$ cat config.mk
export PLATFORM = sky130hd
export DESIGN_NAME = multdiv_sequencer
export DESIGN_NICKNAME = d
export VERILOG_FILES = /design/src/rtl/multdiv_pkg.sv /design/src/rtl/multdiv_step.sv /design/src/rtl/multdiv_sequencer.sv
export SDC_FILE = /design/constraint.sdc
export NUM_CORES = 1
export LEC_CHECK = 0
export CORE_ASPECT_RATIO = 1.1
export CORE_MARGIN = 2
export CORE_UTILIZATION = 45
export CTS_BUF_LIST = sky130_fd_sc_hd__clkbuf_4
export DETAILED_ROUTE_END_ITERATION = 6
export MAX_ROUTING_LAYER = met4
export PLACE_DENSITY = 0.65
export SYNTH_ARGS = -nofsm -noshare
export SYNTH_HDL_FRONTEND = slang
export SYNTH_SLANG_ARGS = --single-unit
$ cat constraint.sdc
create_clock -name clock -period 6.05 [get_ports clock]
set_input_delay 1.21 -clock clock [delete_from_list [all_inputs] [get_ports clock]]
set_output_delay 1.21 -clock clock [all_outputs]
set_load 0.02 [all_outputs]
$ cat src/rtl/multdiv_pkg.sv
// Shared encodings for the iterative multiply/divide sequencer.
package multdiv_pkg;

  typedef enum logic [1:0] {
    S_IDLE = 2'd0,
    S_RUN  = 2'd1,
    S_DONE = 2'd2
  } state_t;

  localparam logic OP_MULT = 1'b0;
  localparam logic OP_DIV  = 1'b1;

  // Pipeline ALU opcodes from which decode derives req_op.
  localparam logic [4:0] ALU_MULT = 5'b00110;
  localparam logic [4:0] ALU_DIV  = 5'b00111;

endpackage

$ cat src/rtl/multdiv_step.sv
// One iteration of the unsigned shift-add multiply or restoring divide.
// Mult: acc is the product, opa the multiplicand, opb the multiplier (shifted out LSB first).
// Div:  acc upper half is the remainder, opa the dividend that becomes the quotient, opb the divisor.
module multdiv_step
  import multdiv_pkg::*;
#(
  parameter int WIDTH = 32
) (
  input  logic               op,
  input  logic [2*WIDTH-1:0] acc,
  input  logic [WIDTH-1:0]   opa,
  input  logic [WIDTH-1:0]   opb,
  output logic [2*WIDTH-1:0] acc_nxt,
  output logic [WIDTH-1:0]   opa_nxt,
  output logic [WIDTH-1:0]   opb_nxt
);

  logic [WIDTH:0] sum;
  logic [WIDTH:0] shifted;
  logic [WIDTH:0] diff;

  // Next-iteration datapath; the mult carry-out is kept so the right shift never loses it.
  always_comb begin
    sum     = {1'b0, acc[2*WIDTH-1:WIDTH]} + (opb[0] ? {1'b0, opa} : '0);
    shifted = {acc[2*WIDTH-1:WIDTH], opa[WIDTH-1]};
    diff    = shifted - {1'b0, opb};
    acc_nxt = acc;
    opa_nxt = opa;
    opb_nxt = opb;
    if (op == OP_MULT) begin
      acc_nxt = {sum, acc[WIDTH-1:1]};
      opb_nxt = opb >> 1;
    end else begin
      opa_nxt = {opa[WIDTH-2:0], ~diff[WIDTH]};
      acc_nxt = {(diff[WIDTH] ? shifted[WIDTH-1:0] : diff[WIDTH-1:0]), acc[WIDTH-1:0]};
    end
  end

endmodule

$ cat src/rtl/multdiv_sequencer.sv
// Signed multiply/divide sequencer for the execute stage; one bit per cycle.
//
// state  | meaning
// IDLE   | ready for a request; stall raised combinationally if one is present
// RUN    | WIDTH iterations of the step datapath
// DONE   | one-cycle result_valid pulse, then back to IDLE
module multdiv_sequencer
  import multdiv_pkg::*;
#(
  parameter int WIDTH = 32,
  parameter int TAG_W = 5
) (
  input  logic             clock,
  input  logic             reset,
  input  logic             req_valid,
  output logic             req_ready,
  input  logic             req_op,
  input  logic [WIDTH-1:0] req_a,
  input  logic [WIDTH-1:0] req_b,
  input  logic [TAG_W-1:0] req_tag,
  input  logic             flush,
  output logic             busy,
  output logic             stall,
  output logic             result_valid,
  output logic [WIDTH-1:0] result,
  output logic             result_exc,
  output logic [TAG_W-1:0] result_tag
);

  localparam int CNT_W = $clog2(WIDTH);
  localparam logic [2*WIDTH-1:0] LIMIT = {{WIDTH{1'b0}}, 1'b1, {(WIDTH-1){1'b0}}};

  state_t             state, state_nxt;
  logic               op_q, sign_q;
  logic [TAG_W-1:0]   tag_q;
  logic [WIDTH-1:0]   opa_q, opb_q, opa_nxt, opb_nxt;
  logic [2*WIDTH-1:0] acc_q, acc_nxt, mag;
  logic [CNT_W-1:0]   cnt_q;
  logic [WIDTH-1:0]   abs_a, abs_b, res_fin;
  logic               accept, a_zero, b_zero, last, exc;

  assign req_ready    = (state == S_IDLE);
  assign busy         = (state != S_IDLE);
  assign stall        = busy | (req_valid & (state == S_IDLE));
  assign result_valid = (state == S_DONE);

  assign accept = req_valid & req_ready & ~flush;
  assign a_zero = (req_a == '0);
  assign b_zero = (req_b == '0);
  assign abs_a  = req_a[WIDTH-1] ? -req_a : req_a;
  assign abs_b  = req_b[WIDTH-1] ? -req_b : req_b;
  assign last   = (state == S_RUN) && (cnt_q == CNT_W'(WIDTH-1));

  multdiv_step #(.WIDTH(WIDTH)) u_step (
    .op      (op_q),
    .acc     (acc_q),
    .opa     (opa_q),
    .opb     (opb_q),
    .acc_nxt (acc_nxt),
    .opa_nxt (opa_nxt),
    .opb_nxt (opb_nxt)
  );

  // Final magnitude from the last iteration; signed overflow allows one extra unit when negative.
  always_comb begin
    mag     = (op_q == OP_MULT) ? acc_nxt : {{WIDTH{1'b0}}, opa_nxt};
    res_fin = sign_q ? -mag[WIDTH-1:0] : mag[WIDTH-1:0];
    exc     = sign_q ? (mag > LIMIT) : (mag >= LIMIT);
  end

  // State register.
  always_ff @(posedge clock or posedge reset) begin
    if (reset) state <= S_IDLE;
    else       state <= state_nxt;
  end

  // Next-state logic; flush aborts RUN, while DONE always completes its pulse.
  always_comb begin
    state_nxt = state;
    case (state)
      S_IDLE: if (accept) state_nxt = (req_op == OP_DIV && b_zero) ? S_DONE : S_RUN;
      S_RUN: begin
        if (flush)     state_nxt = S_IDLE;
        else if (last) state_nxt = S_DONE;
      end
      S_DONE:  state_nxt = S_IDLE;
      default: state_nxt = S_IDLE;
    endcase
  end

  // Operand capture, iteration registers and committed result.
  always_ff @(posedge clock or posedge reset) begin
    if (reset) begin
      op_q       <= OP_MULT;
      sign_q     <= 1'b0;
      tag_q      <= '0;
      opa_q      <= '0;
      opb_q      <= '0;
      acc_q      <= '0;
      cnt_q      <= '0;
      result     <= '0;
      result_exc <= 1'b0;
      result_tag <= '0;
    end else if (accept) begin
      op_q   <= req_op;
      tag_q  <= req_tag;
      opa_q  <= abs_a;
      opb_q  <= abs_b;
      sign_q <= (req_a[WIDTH-1] ^ req_b[WIDTH-1]) & ~a_zero & ~b_zero;
      acc_q  <= '0;
      cnt_q  <= '0;
      if (req_op == OP_DIV && b_zero) begin
        result     <= '0;
        result_exc <= 1'b1;
        result_tag <= req_tag;
      end
    end else if (state == S_RUN) begin
      acc_q <= acc_nxt;
      opa_q <= opa_nxt;
      opb_q <= opb_nxt;
      cnt_q <= cnt_q + 1'b1;
      if (last && !flush) begin
        result     <= res_fin;
        result_exc <= exc;
        result_tag <= tag_q;
      end
    end
  end

endmodule

==> summary.txt, run 1 <==
Synth
  • Fraction of the mapped netlist area in simple logic gates: between 20% and 30%
  • Post-Synthesis Mean Instance Area: about 8.0 um2
  • Most used flip-flop cell after synthesis: dfrtp_1
  • Net count of the mapped netlist: around 1900
  • Xor-xnor portion of the synthesized cell area: under 10%
  • Post-synth top area share: between 30% and 40%
  • Compound-gate portion of the synthesized area: between 20% and 30%
  • Post-synthesis sequential element count: ~180
  • Post-synthesis instance area: 0.01394 mm2
  • Adder and majority cell fraction of the synthesized area: ~6.6%
  • Sequential fraction of the synthesis area: between 30% and 40%
  • Count of different cell masters after synthesis: 81
  • Post-synth EDFFs: 0
  • Dominant cells by area after synthesis: dfrtp_1 (32%), nand2_1 (8.2%), xnor2_1 (6.6%)
  • Number of warning messages in the yosys log: 0
  • Main combinational cell family by area after synthesis: compound AO/OA/AOI/OAI gates
  • Synthesized instance count: approximately 1700
  • Fraction of synthesized area in multiplexers: 4.704%
  • Ys async rst share: 100.0%
  • Cell type contributing the most total cell area after synthesis: dfrtp_1

Critical path
  • Crit path launch type: register
  • CP Class: register to register
  • Critical path capture point type: register
  • Crit-path slowest cell: or3_1
  • WP data required: 6560 ps
  • Reg2reg start: opa_q[31]
  • Worst setup path start: opa_q[31]
  • Most common cell on crit path: ha_1
  • Ordered list of cells on the worst path: inv_1, ha_1, fa_1, nand2b_1, a211oi_1, buf_4, o2111ai_1, a21boi_1, o31ai_1, xor2_4, nand2_1, o21ai_0, ha_1, nand3b_1, nor2_1, a41oi_1, or3_1, nor4bb_1, a21oi_1
  • Critical-path maximum fanout: 4
  • Slowest Stage Delay on Critical Path: 460 ps
  • Arrival time at the worst endpoint: between 5000 and 6000 ps

Final layout
  • Final Core Density: roughly half
  • Layout cells sized above 1: under 10%
  • P&R area growth vs syn: 12.76%
  • Leading cell types in the layout, fill and taps excluded: nand2_1 (303), dfrtp_1 (178), a21oi_1 (141), o21ai_0 (117), clkdlybuf4s50_1 (115)
  • Area of the multi-input gates: roughly 0.0089 mm2
  • Most common cell after layout, fill and taps aside: nand2_1
  • # fillers: about 3000
  • Final net count: approximately 1900
  • Register area: between 0.004 and 0.005 mm2

Clock tree
  • Buffer depth of the longest clock path: 2
  • Maximum level of the CTS H-tree: 4
  • Buffers inserted by post-CTS timing repair: 0
  • Quantity of gates resized following cts: 0
  • Root buf cell: clkbuf_4
  • Clock transition time at the flip-flop clock pins of the worst setup and hold paths: about 190 ps
  • Latest clock arrival within the worst-skew pair: between 600 and 700 ps
  • CTS tree: done
  • Clock Sink Count: approximately 180
  • CTS Buf Count: 17
  • Hold_buf cts: 0

Routing
  • Iter 0 DRT Violations: between 900 and 1000
  • 1st-pass router iterations: 6
  • Average wire per standard cell: about 18 um
  • Total wire length after detailed routing: about 41000 um
  • Mean number of vias per cell: 5.795
  • Via count of the routed design: 12920
  • Post-route antenna net violation count: 0
  • Final routed DRC violation total: 0

Global route
  • Total GRT Usage: between 20% and 30%
  • Pin count of the biggest net entering global routing: between 150 and 200
  • Number of antenna violations at the first check in global routing: 1
  • Global-route wire length before repair: between 60000 and 70000 um
  • Vias in the first global route: about 12000
  • Total global routing overflow: 0

Floorplanning
  • Die Footprint: ~0.032 mm2
  • Vert. Die Dim: between 150 and 200 um
  • Core outline area: around 0.031 mm2
  • Starting utilization of the core area: between 40% and 50%
  • Placement Rows: 67
  • I/O pin count: 116
  • Width of the chip: 171.8 um

Place
  • GP Congestion: roughly 0.95
  • Detailed placement HPWL: between 30000 and 40000 um
  • Number of input and output port buffers inserted: around 120

STA
  • Number of setup violations in the final report: 0
  • Share of the clock period used by the worst path: around 79%
  • Achievable frequency: 209.9 MHz
  • Final Hold Viols: 0
  • Total count of max-transition violations in the final report: 0
  • RSZ-0062 raised after global routing: no
  • Worst hold slack: 495.5 ps
  • Transition time at the pin with the least slew margin: about 1200 ps
  • Setup TNS: 0 ps
  • Slew headroom: 21.51%
  • Shortest clock period the worst path allows after layout: around 4800 ps
  • Skew final: around 41 ps

Power
  • Worst IR drop on VDD: about 0.17 mV
  • Leakage power summed over all cells: between 6 and 7 nW
  • Power per Cell Area: 419.7 mW/mm2

Run status
  • Status: finished, final reports clean

Run
  • Max-capacitance violation count: 0

Hold path
  • Launch instance of the worst min-delay path: tag_q[3]
  • Class of the most critical hold timing path: register to register
## area by class of cell
| class | instances | share of cell area, % |
|---|---|---|
| sequential | 179 | 28.52 |
| multi-input combinational | 1416 | 56.63 |
| antenna | 1 | 0.01592 |
| inverter | 55 | 1.337 |
| tap | 414 | 3.296 |
| timing repair buffer | 133 | 8.343 |
| clock buffer | 17 | 0.8120 |
| clock inverter | 15 | 1.043 |
## cell usage after synthesis, types with 15 or more instances
cell type	number
a21oi_1	141
ha_1	70
nor2_1	116
o211ai_1	17
dfrtp_1	179
clkbuf_1	81
nand3_1	28
xnor2_1	105
and2_1	33
and3_1	16
o21ai_0	117
a21o_1	32
nand2b_1	21
o41ai_1	15
nand2_1	304
mux2i_1	61
o21ai_1	29
inv_1	54
a31oi_1	43
xor2_1	34
o31ai_1	28
nor3_1	28
## per-layer routing
metal	GRT usage, %	routed length [um]	part of all wire [%]
met1	36.92	19150	47
met2	41.37	19240	47
met3	2.836	1762	4.3
met4	7.078	939	2.3
met5	-	0	0
## path summary, 6_finish.rpt
path	to	slack (ps)	depth (start not counted)
setup / recovery	result_exc	1290	19
hold / removal	tag_q[3]	500	2
setup reg to reg	result_exc	1290	19
hold reg to reg	tag_q[3]	500	2
max in group asynchronous	acc_q[47]	3990	3
min in group asynchronous	acc_q[32]	1140	3
## per-stage QoR
step	std cells	area [um2]	setup slack [ps]	power, mW
after floorplan	1749	13940	1609	4.765
after global placement	2197	15420	1136	5.802
after detailed placement	2197	15420	995.8	5.848
after CTS	2229	15720	1406	6.591
after global routing	2230	15720	989.9	7.159
final	2230	15720	1286	6.597
## where the power goes
part           internal, mW  switching (mW)  total, mW
Clock                 0.224           0.509      0.733
Sequential             1.47           0.431       1.91
Combinational          1.61            2.35       3.96
## registers in the layout (all words and copies together) (netlist names)
name and flops:
result_exc 1, op_q 1, acc_q 63, result_tag 5, result 32, state 2
tag_q 5, opb_q 32, sign_q 1, opa_q 32, cnt_q 5
## kinds of logic after synthesis
family          after synthesis
compound gates              511
flops                       179
fa+ha+maj                    72
buf+inv                     154
simple gates                629
mux                          65
xor+xnor                    139
## critical path: cells and delay by family, from the launching register on
family,cells,cell delay (ps)
buf+inv,2,260
fa+ha+maj,3,860
flops,1,410
xor+xnor,1,230
compound gates,7,1540
simple gates,6,1340
(Power assumes the default switching activity.)
==> run 2: changes to the inputs <==
--- a/config.mk
+++ b/config.mk
@@ -11,7 +11,7 @@
 export CTS_BUF_LIST = sky130_fd_sc_hd__clkbuf_4
 export DETAILED_ROUTE_END_ITERATION = 6
 export MAX_ROUTING_LAYER = met4
-export PLACE_DENSITY = 0.65
+export PLACE_DENSITY = 0.62
 export SYNTH_ARGS = -nofsm -noshare
 export SYNTH_HDL_FRONTEND = slang
 export SYNTH_SLANG_ARGS = --single-unit
==> constraint.sdc (replaced) <==
create_clock -name clock -period 4.8 [get_ports clock]
set_input_delay 0.96 -clock clock [delete_from_list [all_inputs] [get_ports clock]]
set_output_delay 0.96 -clock clock [all_outputs]
set_load 0.02 [all_outputs]
==> summary.txt, run 2 (synthesized netlist as in run 1, its figures left out) <==
Run status
  • Status: finished, final reports clean (unchanged)

Clock tree
  • Maximum level of the CTS H-tree: 4 (unchanged)
  • Clock transition time at the flip-flop clock pins of the worst setup and hold paths: 170 ps (was 190 ps)
  • CTS Buf Count: 17 (unchanged)
  • Latest clock arrival within the worst-skew pair: 640 ps (was 630 ps)
  • Quantity of gates resized following cts: 0 (unchanged)
  • Root buf cell: clkbuf_4 (unchanged)
  • CTS tree: done (unchanged)
  • Buffer depth of the longest clock path: 2 (unchanged)
  • Buffers inserted by post-CTS timing repair: 0 (unchanged)
  • Hold_buf cts: 0 (unchanged)
  • Clock Sink Count: 179 (unchanged)

STA
  • Skew final: 40.41 ps (was 40.92 ps)
  • Worst hold slack: 497.5 ps (was 495.5 ps)
  • Share of the clock period used by the worst path: 91.49% (was 78.75%)
  • Slew headroom: 23.04% (was 21.51%)
  • Total count of max-transition violations in the final report: 0 (unchanged)
  • Final Hold Viols: 0 (unchanged)
  • RSZ-0062 raised after global routing: no (unchanged)
  • Shortest clock period the worst path allows after layout: 4391 ps (was 4764 ps)
  • Transition time at the pin with the least slew margin: 1151 ps (was 1174 ps)
  • Achievable frequency: 227.7 MHz (was 209.9 MHz)
  • Setup TNS: 0 ps (unchanged)
  • Number of setup violations in the final report: 0 (unchanged)

Critical path
  • Arrival time at the worst endpoint: 4910 ps (was 5270 ps)
  • CP Class: register to register (unchanged)
  • WP data required: 5320 ps (was 6560 ps)
  • Critical path capture point type: register (unchanged)
  • Critical-path maximum fanout: 5 (was 4)
  • Reg2reg start: opa_q[31] (unchanged)
  • Cells on worst reg2reg path: 17 (was 19)
  • Reg-to-reg setup timing slack: 410 ps (was 1290 ps)
  • Crit path launch type: register (unchanged)
  • Worst setup path start: opa_q[31] (unchanged)
  • Endpoint of the most critical register-to-register path: result[22] (was result_exc)
  • Capture point of the worst path: result[22] (was result_exc)

Place
  • Number of placed cells counting well taps: 2213 (was 2197)
  • GP Congestion: 1.009 (was 0.9544)
  • Number of input and output port buffers inserted: 115 (unchanged)
  • Detailed placement HPWL: 32400 um (was 30810 um)
  • Cell Area, Placed: 0.01553 mm2 (was 0.01542 mm2)

Power
  • Worst IR drop on VDD: 0.2255 mV (was 0.1674 mV)
  • Leakage power summed over all cells: 6.962 nW (was 6.886 nW)
  • Power per Cell Area: 540.5 mW/mm2 (was 419.7 mW/mm2)

Floorplanning
  • Width of the chip: 171.8 um (unchanged)
  • Starting utilization of the core area: 45.68% (unchanged)
  • Vert. Die Dim: 188.6 um (unchanged)
  • Core outline area: 0.03051 mm2 (unchanged)
  • Die Footprint: 0.03240 mm2 (unchanged)
  • Placement Rows: 67 (unchanged)
  • I/O pin count: 116 (unchanged)

Final layout
  • P&R area growth vs syn: 13.70% (was 12.76%)
  • Register with the most flip-flops: acc_q (unchanged)
  • Leading cell types in the layout, fill and taps excluded: nand2_1 (303), dfrtp_1 (178), a21oi_1 (141), o21ai_0 (117) (was nand2_1 (303), dfrtp_1 (178), a21oi_1 (141), o21ai_0 (117), clkdlybuf4s50_1 (115))
  • Number of flip-flops under the largest register name: 63 (unchanged)
  • Most common cell after layout, fill and taps aside: nand2_1 (unchanged)
  • Area of all placed cells without fillers: 0.01585 mm2 (was 0.01572 mm2)
  • Layout cells sized above 1: 5.301% (was 4.463%)
  • Final Core Density: 51.94% (was 51.51%)
  • Fin cells: 2245 (was 2230)
  • Final net count: 1964 (was 1948)

Global route
  • Total global routing overflow: 0 (unchanged)
  • Global-route wire length before repair: 67780 um (was 66100 um)
  • Vias in the first global route: 12310 (about the same)
  • Total GRT Usage: 27.39% (was 26.57%)
  • Number of antenna violations at the first check in global routing: 1 (unchanged)
  • Pin count of the biggest net entering global routing: 86 (was 180)

Routing
  • Routed wl met2: 19640 um (was 19240 um)
  • Via count of the routed design: 12850 (was 12920)
  • Routed length on met3: 1865 um (was 1762 um)
  • Iter 0 DRT Violations: 937 (was 916)
  • Routed metal-1 wirelength: 19530 um (was 19150 um)
  • Total wire length after detailed routing: 41990 um (was 41100 um)
  • Highest metal layer used by the detailed router: met4 (unchanged)
  • Post-route antenna net violation count: 0 (unchanged)
  • 1st-pass router iterations: 5 (was 6)
  • Mean number of vias per cell: 5.723 (was 5.795)
  • Final routed DRC violation total: 0 (unchanged)
  • Average wire per standard cell: 18.70 um (was 18.43 um)

Hold path
  • Class of the most critical hold timing path: register to register (unchanged)

Run
  • Max-capacitance violation count: 0 (unchanged)
==> run 2: changes by cell type in the layout (fill, tap and decap cells not counted), sizes merged <==
cell,change
clkinv,-5
inv,+2
buf,+16
bufinv,+1
clkinvlp,+1
==> run 2: layout make-up <==
cell class,count,area (um2)
flip-flops and latches,179,4483
diodes,1,2.502
multi-input cells,1416,8909
well taps,414,518.0
clock inverters,14,178.9
fillers,3013,14670
inverters,55,210.2
repair buffers,149,1419
clock buffers,17,127.6
==> run 2: worst min path at each step <==
stage	start	end	slack [ps]	cells past startpoint
final	tag_q[1]	tag_q[1]	500	2
after global routing	result[13]	result[13]	520	2
after CTS	tag_q[1]	tag_q[1]	500	2
after detailed placement	tag_q[1]	tag_q[1]	460	2
after global placement	tag_q[3]	tag_q[3]	450	2
after floorplan	tag_q[0]	tag_q[0]	440	2
==> run 2: per-stage QoR <==
stage	setup WS, ps	power [mW]
2_1_floorplan	358.9	6.005
3_3_place_gp	359.8	7.477
3_5_place_dp	249.0	7.501
4_1_cts	218.5	8.508
5_1_grt	37.94	9.256
6_report	408.7	8.566
==> run 2: report_power, final <==
part | internal (mW) | leakage [nW] | switching, mW | total [mW]
combinational | 2.09 | 4.50 | 3.13 | 5.22
clock | 0.333 | 0.163 | 0.631 | 0.964
sequential | 1.86 | 2.30 | 0.527 | 2.39
==> run 2: routing by layer <==
| metal | global-route usage, % | vias to the layer above |
|---|---|---|
| met5 | - | - |
| li1 | - | 6364 |
| met3 | 3.214 | 47 |
| met4 | 7.337 | 0 |
| met1 | 37.57 | 6073 |
| met2 | 42.94 | 364 |
==> run 2: worst max-delay path, stage by stage, from the launching register on <==
cell and delay (ps):
dfrtp_1 420, inv_1 100, ha_1 230, fa_1 410, nand2b_1 190, a211oi_2 300, o2111ai_1 250, a21boi_1 290
o31ai_2 170, xor2_4 210, nand2_1 70, o21ai_0 130, ha_1 240, nand3b_1 150, or3_1 450, o41ai_1 440
xnor2_1 170, o21ai_1 70
==> run 3: changes to the inputs <==
--- a/config.mk
+++ b/config.mk
@@ -6,7 +6,7 @@
 export NUM_CORES = 1
 export LEC_CHECK = 0
 export CORE_ASPECT_RATIO = 1.1
-export CORE_MARGIN = 2
+export CORE_MARGIN = 10
 export CORE_UTILIZATION = 45
 export CTS_BUF_LIST = sky130_fd_sc_hd__clkbuf_4
 export DETAILED_ROUTE_END_ITERATION = 6
@@ -15,3 +15,4 @@
 export SYNTH_ARGS = -nofsm -noshare
 export SYNTH_HDL_FRONTEND = slang
 export SYNTH_SLANG_ARGS = --single-unit
+export TNS_END_PERCENT = 5
==> summary.txt, run 3 (synthesized netlist as in run 1, its figures left out) <==
Clock tree
  • Root buf cell: clkbuf_4 (unchanged)
  • Buffer depth of the longest clock path: 2 (unchanged)
  • Buffers inserted by post-CTS timing repair: 0 (unchanged)
  • Clock Sink Count: 179 (unchanged)
  • Latest clock arrival within the worst-skew pair: 650 ps (was 640 ps)
  • Maximum level of the CTS H-tree: 4 (unchanged)
  • Quantity of gates resized following cts: 0 (unchanged)
  • CTS Buf Count: 17 (unchanged)
  • Clock transition time at the flip-flop clock pins of the worst setup and hold paths: 200 ps (was 170 ps)
  • Hold_buf cts: 0 (unchanged)
  • CTS tree: done (unchanged)

Final layout
  • # fillers: 3015 (was 3013)
  • P&R area growth vs syn: 13.63% (was 13.70%)
  • Layout cells sized above 1: 5.513% (was 5.301%)
  • Register with the most flip-flops: acc_q (unchanged)
  • Final Core Density: 51.90% (was 51.94%)
  • Final net count: 1965 (was 1964)
  • Most common cell after layout, fill and taps aside: nand2_1 (unchanged)
  • Leading cell types in the layout, fill and taps excluded: nand2_1 (303), dfrtp_1 (178), a21oi_1 (141), o21ai_0 (117) (unchanged)
  • Number of flip-flops under the largest register name: 63 (unchanged)

Global route
  • Total global routing overflow: 0 (unchanged)
  • Vias in the first global route: 12360 (was 12310)
  • Pin count of the biggest net entering global routing: 86 (unchanged)
  • Number of antenna violations at the first check in global routing: 1 (unchanged)
  • Total GRT Usage: 22.50% (was 27.39%)
  • Global-route wire length before repair: 68280 um (was 67780 um)

Floorplanning
  • Width of the chip: 187.8 um (was 171.8 um)
  • Vert. Die Dim: 204.6 um (was 188.6 um)
  • Placement Rows: 67 (unchanged)
  • Core outline area: 0.03051 mm2 (unchanged)
  • I/O pin count: 116 (unchanged)
  • Starting utilization of the core area: 45.68% (unchanged)
  • Die Footprint: 0.03842 mm2 (was 0.03240 mm2)

Critical path
  • Cells on worst reg2reg path: 19 (was 17)
  • Kind of cell adding the most delay to the critical path: compound AO/OA/AOI/OAI gates (unchanged)
  • Slowest Stage Delay on Critical Path: 470 ps (was 450 ps)
  • CP Class: register to register (unchanged)
  • Reg-to-reg setup timing slack: 320 ps (was 410 ps)
  • Critical-path maximum fanout: 4 (was 5)
  • Reg2reg start: opa_q[31] (unchanged)
  • Most common cell on crit path: ha_1 (unchanged)
  • Crit path launch type: register (unchanged)
  • Ordered list of cells on the worst path: inv_1, ha_1, fa_1, nand2b_1, a211oi_1, buf_4, o2111ai_1, a21boi_2, o31ai_2, xor2_4, nand2_1, o21ai_0, ha_1, nand3b_1, nor2_1, a41oi_1, or3_1, nor4bb_1, a21oi_1 (was inv_1, ha_1, fa_1, nand2b_1, a211oi_2, o2111ai_1, a21boi_1, o31ai_2, xor2_4, nand2_1, o21ai_0, ha_1, nand3b_1, or3_1, o41ai_1, xnor2_1, o21ai_1)
  • Critical path capture point type: register (unchanged)
  • Crit-path slowest cell: o31ai_2 (was or3_1)
  • WP data required: 5360 ps (was 5320 ps)
  • Endpoint of the most critical register-to-register path: result_exc (was result[22])
  • Arrival time at the worst endpoint: 5030 ps (was 4910 ps)
  • Buffering stage count on the worst path with inverters included: 2 (was 1)

STA
  • Achievable frequency: 223.4 MHz (was 227.7 MHz)
  • Setup TNS: 0 ps (unchanged)
  • Final Hold Viols: 0 (unchanged)
  • Worst hold slack: 489.8 ps (was 497.5 ps)
  • RSZ-0062 raised after global routing: no (unchanged)
  • Slew headroom: 24.79% (was 23.04%)
  • Fin worst setup slack: 323.9 ps (was 408.7 ps)
  • Total count of max-transition violations in the final report: 0 (unchanged)
  • Shortest clock period the worst path allows after layout: 4476 ps (was 4391 ps)
  • Transition time at the pin with the least slew margin: 1125 ps (was 1151 ps)
  • Share of the clock period used by the worst path: 93.25% (was 91.49%)
  • Number of setup violations in the final report: 0 (unchanged)
  • Skew final: 42.06 ps (was 40.41 ps)

Place
  • Number of input and output port buffers inserted: 115 (unchanged)
  • GP Congestion: 0.9463 (was 1.009)
  • DP Worst Slack: 173.2 ps (was 249.0 ps)
  • Detailed placement HPWL: 32850 um (was 32400 um)

Run status
  • Status: finished, final reports clean (unchanged)

Hold path
  • Cell count of the worst hold path: 2 (unchanged)
  • Class of the most critical hold timing path: register to register (unchanged)
  • Hold Crit Endpoint: tag_q[2] (was tag_q[1])
  • Launch instance of the worst min-delay path: tag_q[2] (was tag_q[1])

Routing
  • Average wire per standard cell: 18.99 um (was 18.70 um)
  • Iter 0 DRT Violations: 880 (was 937)
  • Total wire length after detailed routing: 42670 um (was 41990 um)
  • Final routed DRC violation total: 0 (unchanged)
  • Post-route antenna net violation count: 0 (unchanged)
  • Via count of the routed design: 12900 (was 12850)
  • 1st-pass router iterations: 6 (was 5)
  • Mean number of vias per cell: 5.739 (was 5.723)

Power
  • Worst IR drop on VDD: 0.4409 mV (was 0.2255 mV)
  • Power per Cell Area: 533.4 mW/mm2 (was 540.5 mW/mm2)
  • Leakage power summed over all cells: 6.956 nW (was 6.962 nW)

Run
  • Max-capacitance violation count: 0 (unchanged)
==> run 3: layout make-up <==
cell class	count	area, um2	area share [%]
Tap cell	414	518.0	3.271
Sequential cell	179	4483	28.31
Multi-Input combinational cell	1416	8915	56.29
Antenna cell	1	2.502	0.01580
Clock inverter	14	135.1	0.8532
Timing Repair Buffer	150	1439	9.085
Inverter	55	210.2	1.327
Clock buffer	18	135.1	0.8532
==> run 3: worst max-delay path by stage <==
stage	from	to	slack [ps]	cells past startpoint
2_1_floorplan	opb_q[0]	result[22]	360	19
3_3_place_gp	req_b[4]	result[0]	330	12
3_5_place_dp	opa_q[31]	result[22]	170	18
4_1_cts	opa_q[31]	result[22]	160	18
5_1_grt	opb_q[9]	result_exc	20	17
6_report	opa_q[31]	result_exc	320	19
==> run 3: worst min-delay path: cells and delay by family (launching register included) <==
family | cells | cell delay (ps)
and+or+nand+nor | 2 | 120
DFF | 1 | 360
==> run 3: metal layers <==
layer / wire (um) / vias up / share of wire [%] / global-route usage, %
met3: 2160 / 41 / 5.1 / 3.333
li1: - / 6374 / - / -
met2: 19920 / 380 / 47 / 36.32
met1: 19560 / 6101 / 46 / 28.67
met4: 1024 / 0 / 2.4 / 7.033
met5: 0 / - / 0 / -
==> run 3: through the flow <==
stage | instance area, um2 | total power, mW | instances
4_1_cts | 15820 | 8.383 | 2246
3_5_place_dp | 15550 | 7.467 | 2214
3_3_place_gp | 15550 | 7.442 | 2214
6_report | 15840 | 8.448 | 2247
2_1_floorplan | 13940 | 6.005 | 1749
5_1_grt | 15840 | 9.159 | 2247
==> run 3: power by group <==
part / switching, mW / leakage (nW) / internal, mW
Clock: 0.649 / 0.146 / 0.236
Sequential: 0.524 / 2.30 / 1.86
Combinational: 3.10 / 4.52 / 2.08
